<file path="src/rtl/fifo_arb_pkg.sv">
// Shared types and default sizing for the FIFO write-port arbiter.
package fifo_arb_pkg;

  typedef enum logic {
    ST_IDLE,
    ST_BURST
  } state_e;

  localparam int NREQ_DEF       = 4;
  localparam int DATA_WIDTH_DEF = 8;
  localparam int MAX_BURST_DEF  = 8;

endpackage

</file>
<file path="src/rtl/fifo_wr_arbiter_if.sv">
// Producer handshake plus FIFO write-side signals shared by the arbiter and its environment.
interface fifo_wr_arbiter_if #(
  parameter int NREQ       = fifo_arb_pkg::NREQ_DEF,
  parameter int DATA_WIDTH = fifo_arb_pkg::DATA_WIDTH_DEF
);

  logic [NREQ-1:0]            req_valid;
  logic [NREQ*DATA_WIDTH-1:0] req_data;
  logic [NREQ-1:0]            req_last;
  logic [NREQ-1:0]            req_ready;
  logic                       full;
  logic                       winc;
  logic [DATA_WIDTH-1:0]      wdata;
  logic [NREQ-1:0]            grant;
  logic                       busy;
  logic [7:0]                 beat_cnt;

  // Environment side: producers and the FIFO pointer block.
  modport master (
    output req_valid, req_data, req_last, full,
    input  req_ready, winc, wdata, grant, busy, beat_cnt
  );

  modport slave (
    input  req_valid, req_data, req_last, full,
    output req_ready, winc, wdata, grant, busy, beat_cnt
  );

endinterface

</file>
<file path="src/rtl/fifo_wr_arbiter_rr_pick.sv">
// Combinational round-robin picker: rotate requests by ptr, take the lowest set bit, rotate back.
module rr_pick #(
  parameter int N  = 4,
  parameter int PW = 2
) (
  input  logic [N-1:0]  req,
  input  logic [PW-1:0] ptr,
  output logic [N-1:0]  winner,
  output logic          any
);

  logic [N-1:0] rot;
  logic [N-1:0] first;

  always_comb begin
    // NOTE: every output of a combinational block gets a default before the
    // conditional/looped assignments, otherwise synthesis infers latches.
    rot    = '0;
    winner = '0;
    for (int j = 0; j < N; j++) begin
      rot[j] = req[(j + int'(ptr)) % N];
    end
    first = rot & (~rot + N'(1));
    for (int j = 0; j < N; j++) begin
      winner[(j + int'(ptr)) % N] = first[j];
    end
    any = |req;
  end

endmodule

</file>
<file path="src/rtl/fifo_wr_arbiter.sv">
// Round-robin, packet-atomic arbiter sharing one async-FIFO write port between NREQ producers.
module fifo_wr_arbiter
  import fifo_arb_pkg::*;
#(
  parameter int NREQ       = NREQ_DEF,
  parameter int DATA_WIDTH = DATA_WIDTH_DEF,
  parameter int MAX_BURST  = MAX_BURST_DEF
) (
  input logic               wclk,
  input logic               rst,
  fifo_wr_arbiter_if.slave  bus
);

  localparam int PW = $clog2(NREQ);

  state_e          state;
  logic [NREQ-1:0] grant_q;
  logic [7:0]      beat_cnt_q;
  logic [PW-1:0]   rr_ptr;

  logic [NREQ-1:0] ready;
  logic [NREQ-1:0] acc;
  logic [PW-1:0]   owner_idx;
  logic [PW-1:0]   next_ptr;
  logic [PW-1:0]   pick_ptr;
  logic [7:0]      cnt_inc;
  logic            burst_end;
  logic [NREQ-1:0] winner;
  logic            any_req;

  always_comb begin
    // Reset gates ready so an abandoned burst never writes in the reset cycle.
    ready = (state == ST_BURST && !bus.full && !rst) ? grant_q : '0;
    acc   = bus.req_valid & ready;

    bus.wdata = '0;
    owner_idx = '0;
    for (int i = 0; i < NREQ; i++) begin
      if (acc[i]) bus.wdata = bus.req_data[i*DATA_WIDTH +: DATA_WIDTH];
      if (grant_q[i]) owner_idx = PW'(i);
    end

    next_ptr  = (owner_idx == PW'(NREQ - 1)) ? '0 : owner_idx + PW'(1);
    cnt_inc   = beat_cnt_q + 8'd1;
    burst_end = (|acc) && ((|(acc & bus.req_last)) || (cnt_inc == 8'(MAX_BURST)));
    // At a burst end the search starts just past the current owner.
    pick_ptr  = (state == ST_BURST) ? next_ptr : rr_ptr;
  end

  rr_pick #(
    .N  (NREQ),
    .PW (PW)
  ) u_pick (
    .req    (bus.req_valid),
    .ptr    (pick_ptr),
    .winner (winner),
    .any    (any_req)
  );

  always_ff @(posedge wclk) begin
    // NOTE: sequential state uses non-blocking assignments so every register
    // samples pre-edge values regardless of statement order.
    if (rst) begin
      state      <= ST_IDLE;
      grant_q    <= '0;
      beat_cnt_q <= '0;
      rr_ptr     <= '0;
    end else begin
      case (state)
        ST_IDLE: begin
          if (any_req) begin
            grant_q    <= winner;
            beat_cnt_q <= '0;
            state      <= ST_BURST;
          end
        end
        ST_BURST: begin
          if (burst_end) begin
            rr_ptr     <= next_ptr;
            beat_cnt_q <= '0;
            if (any_req) begin
              grant_q <= winner;
            end else begin
              grant_q <= '0;
              state   <= ST_IDLE;
            end
          end else if (|acc) begin
            beat_cnt_q <= cnt_inc;
          end
        end
        default: state <= ST_IDLE;
      endcase
    end
  end

  assign bus.req_ready = ready;
  assign bus.winc      = |acc;
  assign bus.grant     = grant_q;
  assign bus.busy      = (state == ST_BURST);
  assign bus.beat_cnt  = beat_cnt_q;

endmodule

</file>
<file path="src/flat_wrapper.sv">
// flat-port wrapper written by rule: the top's interface ports become plain ports
module fifo_wr_arbiter_flat import fifo_arb_pkg::*;
#(
  parameter int NREQ       = NREQ_DEF,
  parameter int DATA_WIDTH = DATA_WIDTH_DEF,
  parameter int MAX_BURST  = MAX_BURST_DEF
)
  (wclk, rst, bus_req_valid, bus_req_data, bus_req_last, bus_full, bus_req_ready, bus_winc, bus_wdata, bus_grant, bus_busy, bus_beat_cnt);
  fifo_wr_arbiter_if #(.NREQ(NREQ), .DATA_WIDTH(DATA_WIDTH)) bus_i ();
  input logic wclk;
  input logic rst;
  input wire logic [$bits(bus_i.req_valid)-1:0] bus_req_valid;
  input wire logic [$bits(bus_i.req_data)-1:0] bus_req_data;
  input wire logic [$bits(bus_i.req_last)-1:0] bus_req_last;
  input wire logic [$bits(bus_i.full)-1:0] bus_full;
  output wire logic [$bits(bus_i.req_ready)-1:0] bus_req_ready;
  output wire logic [$bits(bus_i.winc)-1:0] bus_winc;
  output wire logic [$bits(bus_i.wdata)-1:0] bus_wdata;
  output wire logic [$bits(bus_i.grant)-1:0] bus_grant;
  output wire logic [$bits(bus_i.busy)-1:0] bus_busy;
  output wire logic [$bits(bus_i.beat_cnt)-1:0] bus_beat_cnt;
  assign bus_i.req_valid = bus_req_valid;
  assign bus_i.req_data = bus_req_data;
  assign bus_i.req_last = bus_req_last;
  assign bus_i.full = bus_full;
  assign bus_req_ready = bus_i.req_ready;
  assign bus_winc = bus_i.winc;
  assign bus_wdata = bus_i.wdata;
  assign bus_grant = bus_i.grant;
  assign bus_busy = bus_i.busy;
  assign bus_beat_cnt = bus_i.beat_cnt;
  fifo_wr_arbiter #(.NREQ(NREQ), .DATA_WIDTH(DATA_WIDTH), .MAX_BURST(MAX_BURST)) u_core (.wclk(wclk), .rst(rst), .bus(bus_i));
endmodule
</file>
<file path="config.mk">
export PLATFORM = sky130hd
export DESIGN_NAME = fifo_wr_arbiter_flat
export DESIGN_NICKNAME = d
export VERILOG_FILES = /design/src/rtl/fifo_arb_pkg.sv /design/src/rtl/fifo_wr_arbiter_if.sv /design/src/rtl/fifo_wr_arbiter_rr_pick.sv /design/src/rtl/fifo_wr_arbiter.sv /design/src/flat_wrapper.sv
export SDC_FILE = /design/constraint.sdc
export NUM_CORES = 1
export LEC_CHECK = 0
export ABC_AREA = 1
export CORE_MARGIN = 3
export CORE_UTILIZATION = 48
export DETAILED_ROUTE_END_ITERATION = 7
export PLACE_DENSITY = 0.95
export SLEW_MARGIN = 25
export SYNTH_ARGS = -nofsm -noshare
export SYNTH_HDL_FRONTEND = slang
export SYNTH_SLANG_ARGS = --single-unit
</file>
<file path="constraint.sdc">
create_clock -name wclk -period 3.1 [get_ports wclk]
set_input_delay 0.62 -clock wclk [delete_from_list [all_inputs] [get_ports wclk]]
set_output_delay 0.62 -clock wclk [all_outputs]
set_load 0.05 [all_outputs]
</file>
== Word level (Yosys, flattened, before mapping) ==
Cells that the tools add are included.

* Bits in writable memories: 0
* Output and inout bits: 26
* Word-level logic and storage cells: 94
* Flip-flop bits (word level): 15
* Memories: 0
* Latch bits: 0
* Bits of input ports: 43
* Memory bits (read-only): 0

* $mul: 0
* $lt $le $gt $ge: 8
* Eq/ne operators: 5
* Bitwise logic cells: 9
* Muxes and demuxes: 43
* Shifts and indexed selects: 0
* Reduce and logical (&&, ||, !) cells: 19
* Div/mod/pow operators: 0
* $add $sub $neg: 6

{| class="wikitable"
|+ Operators by type and width
! cell !! count
|-
| 2-to-1 mux 8 bit || 7
|-
| AND 4 bit || 4
|-
| 2-to-1 mux 4 bit || 4
|-
| one-hot mux 8 bit (2 select lines) || 1
|-
| 2-to-1 mux 1 bit || 14
|-
| bitwise mux 4 bit || 3
|-
| < comparator 3 x 4 -> 1 bit (second input constant) || 3
|-
| OR reduction 4 bit || 3
|-
| >= comparator 3 x 1 -> 1 bit (second input constant) || 3
|-
| adder 8 x 1 -> 8 bit (second input constant) || 1
|-
| binary-select mux 1 bit (select 2 bit) || 4
|-
| demux 1 bit (select 2 bit) || 4
|-
| equality test 8 x 4 -> 1 bit (second input constant) || 1
|-
| 2-to-1 mux 2 bit || 4
|-
| one-hot mux 4 bit (2 select lines) || 1
|-
| logical AND 1 bit || 7
|-
| AND reduction 2 bit || 3
|-
| OR reduction 2 bit || 3
|-
| adder 2 bit (first input constant) || 2
|-
| adder 4 x 1 -> 4 bit (second input constant) || 1
|-
| NOT 4 bit || 1
|-
| AND 1 bit (first input constant) || 3
|-
| < comparator 2 x 3 -> 1 bit (second input constant) || 1
|-
| != test 3 bit (second input constant) || 1
|-
| 10 further kinds || 11
|}

== Logic depth before layout (Yosys ltp) ==
* Word-level depth: 22
* Depth in mapped cells: 15
* Depth with buffers taken out: 15

== Cells and area by module ==
From an unflattened synthesis, not the netlist that was laid out.

* Cell total of the unflattened synthesis: 278
* Area total of the unflattened synthesis: 1677.9 µm²

{| class="wikitable"
|+ Modules (own cells, without submodules)
! module !! times used !! cells an instance !! seq. area each (µm²) !! area an instance (µm²)
|-
| fifo_wr_arbiter || 1 || 193 || 300.3 || 1204.9
|-
| rr_pick || 1 || 85 || 0.0 || 473.0
|}

== Worst setup path after synthesis ==
OpenSTA, ideal clock, no wires.

* Path type: reg2out
* Start: register u_core.state (netlist: u_core.bus.busy)
* End: output bus_wdata[7]
* Path buffers: 2
* Setup slack: -0.191 ns
* Data arrival time: 2.671 ns
* Required time: 2.480 ns
* Cell stages (with the launch flop): 9
* Cells stage by stage: dfxtp_1 -> buf_4 -> nand3b_4 -> nor3_2 -> buf_2 -> nand3_1 -> a21oi_1 -> a21oi_1 -> o21ai_0

* Word-level cells in the longest chain between the ends: 8

{| class="wikitable"
|+ RTL lines
! what !! RTL line !! source
|-
| start: declaration || fifo_wr_arbiter.sv:16 || <nowiki>state_e state;</nowiki>
|-
| start signal: assignment || fifo_wr_arbiter.sv:64 || <nowiki>state <= ST_IDLE;</nowiki>
|-
| start signal: assignment || fifo_wr_arbiter.sv:74 || <nowiki>state <= ST_BURST;</nowiki>
|-
| start signal: assignment || fifo_wr_arbiter.sv:85 || <nowiki>state <= ST_IDLE;</nowiki>
|-
| logical AND 1 bit (*) (2 in series) || fifo_wr_arbiter.sv:33 || <nowiki>ready = (state == ST_BURST && !bus.full && !rst) ? grant_q : '0;</nowiki>
|-
| 2-to-1 mux 4 bit (*) || fifo_wr_arbiter.sv:33 ||
|-
| AND 4 bit (*) || fifo_wr_arbiter.sv:34 || <nowiki>acc = bus.req_valid & ready;</nowiki>
|-
| 2-to-1 mux 8 bit (3 in series) || fifo_wr_arbiter.sv:39 || <nowiki>if (acc[i]) bus.wdata = bus.req_data[i*DATA_WIDTH +: DATA_WIDTH];</nowiki>
|-
| 2-to-1 mux 8 bit (*) || fifo_wr_arbiter.sv:39 ||
|-
| end: declaration || flat_wrapper.sv:18 || <nowiki>output wire logic [$bits(bus_i.wdata)-1:0] bus_wdata;</nowiki>
|}

Every way passes the cells marked *; elsewhere a longest branch is shown, timed or not.

== Final worst setup path ==
* Start: input rst
* End: output bus_wdata[7]

* Word-level cells in the longest chain between the ends: 8

{| class="wikitable"
|+ RTL lines
! what !! RTL line !! source
|-
| start: declaration || flat_wrapper.sv:11 || <nowiki>input logic rst;</nowiki>
|-
| zero test 1 bit (*) || fifo_wr_arbiter.sv:33 ||
|-
| logical AND 1 bit (*) || fifo_wr_arbiter.sv:33 ||
|-
| 2-to-1 mux 4 bit (*) || fifo_wr_arbiter.sv:33 ||
|-
| AND 4 bit (*) || fifo_wr_arbiter.sv:34 ||
|-
| 2-to-1 mux 8 bit (3 in series) || fifo_wr_arbiter.sv:39 ||
|-
| 2-to-1 mux 8 bit (*) || fifo_wr_arbiter.sv:39 ||
|}

Marks and branches as above.

==> flow_summary.yaml <==
status:
  status: "finished clean"
worst_setup_path:
  worst-path-buf-inv: 4
  crit_required_ps: 2480
  crit_chain: "clkdlybuf4s50_1, inv_2, nand3b_4, nor3_2, buf_4, nand2_1, a21oi_1, a21oi_1, o21ai_1, buf_4"
  critical-path-top-delay-family: "buffers and inverters"
  r2r_setup_slack_ps: 810
  cp_slowest_stage_delay_ps: 440
  criticalPathCategory: "input port to primary output"
  start_kind: "input port"
  critPathArrivalTime_ps: 2330
  critPathSlowestCell: "clkdlybuf4s50_1"
  end_kind: "primary output"
  crit_path_max_fanout: 10
synth:
  ys_seq_area_share_pct: 17.2
  async_reset_ff_share_pct: 0
  synth_cells: 289
  syn-num-nets: 340
  synth_ff_type: "dfxtp_1"
  yosys_warnings: 0
  synth-edff-count: 0
  synth_area_per_cell_um2: 6.06
  synth_seq_cells: 15
  syn_area_mm2: 0.00175
  ys_types: 35
grt:
  grt_max_degree: 13
  grt_use_total_pct: 23.1
  grt_pass1_vias: 1958
  grt_pass1_wl_mm: 8.15
  antenna_found_initial: 0
  grt-ovfl-total: 0
route:
  via_per_inst: 5.13
  dr.pass1.iters: 4
  ant_nets: 0
  drt_wl_total_mm: 5.04
  wl_per_cell_um: 12.4
  dr.first_iter.drc_count: 135
  drc_errors: 0
  num_vias: 2081
power_and_ir_drop:
  leakage_uw: 0.00117
  power.density_mw_per_mm2: 287
  p_total_uw: 731
  intPower_uw: 408
  power_switching_uw: 323
  p_seq_share_pct: 30.0
  comb_power_share_pct: 54.3
  power_frac_clock_pct: 15.7
  ir_worst_vdd_mv: 0.180
  power.share.switching_pct: 44.2
placed_design:
  place_area_mm2: 0.00252
  dp_hpwl_mm: 4.21
  port_buffers: 68
  place_inst: 402
  place.gp.congestion: 0.893
layout:
  final_cell_area_mm2: 0.00254
  antenna_cells: 0
  area_growth_pct: 45.4
  drive_above_1_share_pct: 16.7
  nFillCells: 297
  fin_nets: 412
  stdcell_count: 406
clocking:
  postCtsSetupRepairBufs: 0
  numCtsBuffers: 3
  cts_tree: "built"
  cts_buffer_depth: 2
  cts_resized: 0
  clock-root-buffer: "clkbuf_4"
  clock-sinks: 15
  cts_htree_levels: 1
  clock_latency_ps: 290
  clk_pin_slew_ps: 90
  post_cts_hold_buffer_count: 0
die:
  num_rows: 21
  start_util_pct: 51.2
  die_h_um: 66.4
  ioPinCount: 69
  die_x_um: 66.4
  die_area_mm2: 0.00441
  core-area_mm2: 0.00342
sta:
  drv_slew: 0
  worst_pin_slew_ps: 498
  post-route-period-util_pct: 95.1
  finalHoldViolations: 0
  max_freq_mhz: 339
  finalSetupTns_ps: 0
  slew_headroom_pct: 66.7
  setup_violations: 0
  fin_skew_ps: 5.47
  post-route-min-period_ps: 2950
  rsz0062_at_grt: "false"
hold_path:
  min_path_type: "flop to flop"
run:
  maxCapViolations: 0
## cell usage in the layout (no fill, tap or decap), types with 3 or more instances in the layout
master           instances
clkdlybuf4s50_1         55
nand2_1                 67
nand3_1                 34
nand2_2                  7
inv_2                    8
buf_4                   13
dfxtp_1                 15
nor2_1                  29
nand2_4                  6
a21oi_1                 25
ha_1                     8
buf_12                   5
clkbuf_4                 3
nor3_2                   4
o21a_1                   6
a21oi_2                  3
o21ai_0                 15
o21ai_1                  4
inv_1                   34
## cell type report
class                           count  area [µm²]  area share, %
Tap cell                           46        57.6           2.26
Timing Repair Buffer               73         748           29.4
Sequential cell                    15         300           11.8
Clock buffer                        3        22.5          0.885
Inverter                           42         158           6.19
Multi-Input combinational cell    226        1250           49.3
Clock inverter                      1        5.00          0.197
## worst reg2reg max path, cell delays in order (launching register included)
cell	delay (ps)
dfxtp_1	620
or2_1	170
nand2_1	180
ha_1	410
inv_1	120
nand3_1	80
nand2_1	130
nand2_4	80
nor2_2	120
nand2_1	70
nand3_1	80
nand2_1	70
a21oi_2	100
## flip-flops by register name, summed over array words and instances (netlist names)
name,cells
u_core.rr_ptr,2
u_core.bus.busy,1
u_core.bus.grant,4
u_core.bus.beat_cnt,8
## per-layer routing
layer  vias to the layer above  GRT usage [%]  wire length [µm]
met3                         6           3.06               170
li1                       1078              -                 -
met4                         0           3.55                46
met2                        48           43.6              2690
met1                       949           27.7              2140
met5                         -              0                 0
## power groups by stage
| stage | combinational (µW) | clock [µW] | sequential (µW) |
|---|---|---|---|
| finish | 397 | 115 | 219 |
| global route | 434 | 127 | 221 |
| CTS | 396 | 117 | 219 |
| detailed placement | 395 | 0 | 224 |
| global placement | 385 | 0 | 223 |
| floorplan | 232 | 0 | 254 |
## logic make-up after synthesis
| logic type | synth area share, % |
|---|---|
| flip-flops | 17.2 |
| adder cells (fa/ha/maj) | 5.72 |
| buffers and inverters | 11.2 |
| XOR/XNOR | 1.00 |
| AO/OA/AOI/OAI | 18.5 |
| AND/OR/NAND/NOR | 46.4 |
## final timing paths
check	startpoint	to	depth (start not counted)
min reg2reg	u_core.bus.beat_cnt[6]	u_core.bus.beat_cnt[6]	2
min	u_core.bus.beat_cnt[6]	u_core.bus.beat_cnt[6]	2
max reg2reg	u_core.bus.busy	u_core.bus.grant[3]	12
max	rst	bus_wdata[7]	10
## Yosys cell counts (2+ instances only)
cell type / count / share of area [%]
nand3_2: 2 / 1.1
nand2_4: 6 / 3.9
a21oi_1: 25 / 7.1
inv_1: 34 / 7.3
ha_1: 8 / 5.7
dfxtp_1: 15 / 17
clkbuf_1: 2 / 0.43
nor2_4: 2 / 1.3
inv_2: 8 / 1.7
o21ai_1: 2 / 0.57
nor2_1: 29 / 6.2
a21oi_2: 3 / 1.5
o21ai_0: 17 / 4.9
nand2_2: 7 / 2.5
o21a_1: 6 / 2.6
nand2_1: 67 / 14
buf_4: 2 / 0.86
nor3_2: 4 / 2.3
nand3_1: 34 / 9.7
## metrics by stage
stage | hold slack [ps] | worst slack [ps] | utilization, %
CTS | 509 | 153 | 74.5
finish | 509 | 152 | 74.5
global placement | 483 | 249 | 73.7
floorplan | 500 | 185 | -
global route | 538 | 49.1 | 74.5
detailed placement | 496 | 163 | 73.7
No activity file was read; power rests on OpenSTA's default activity.
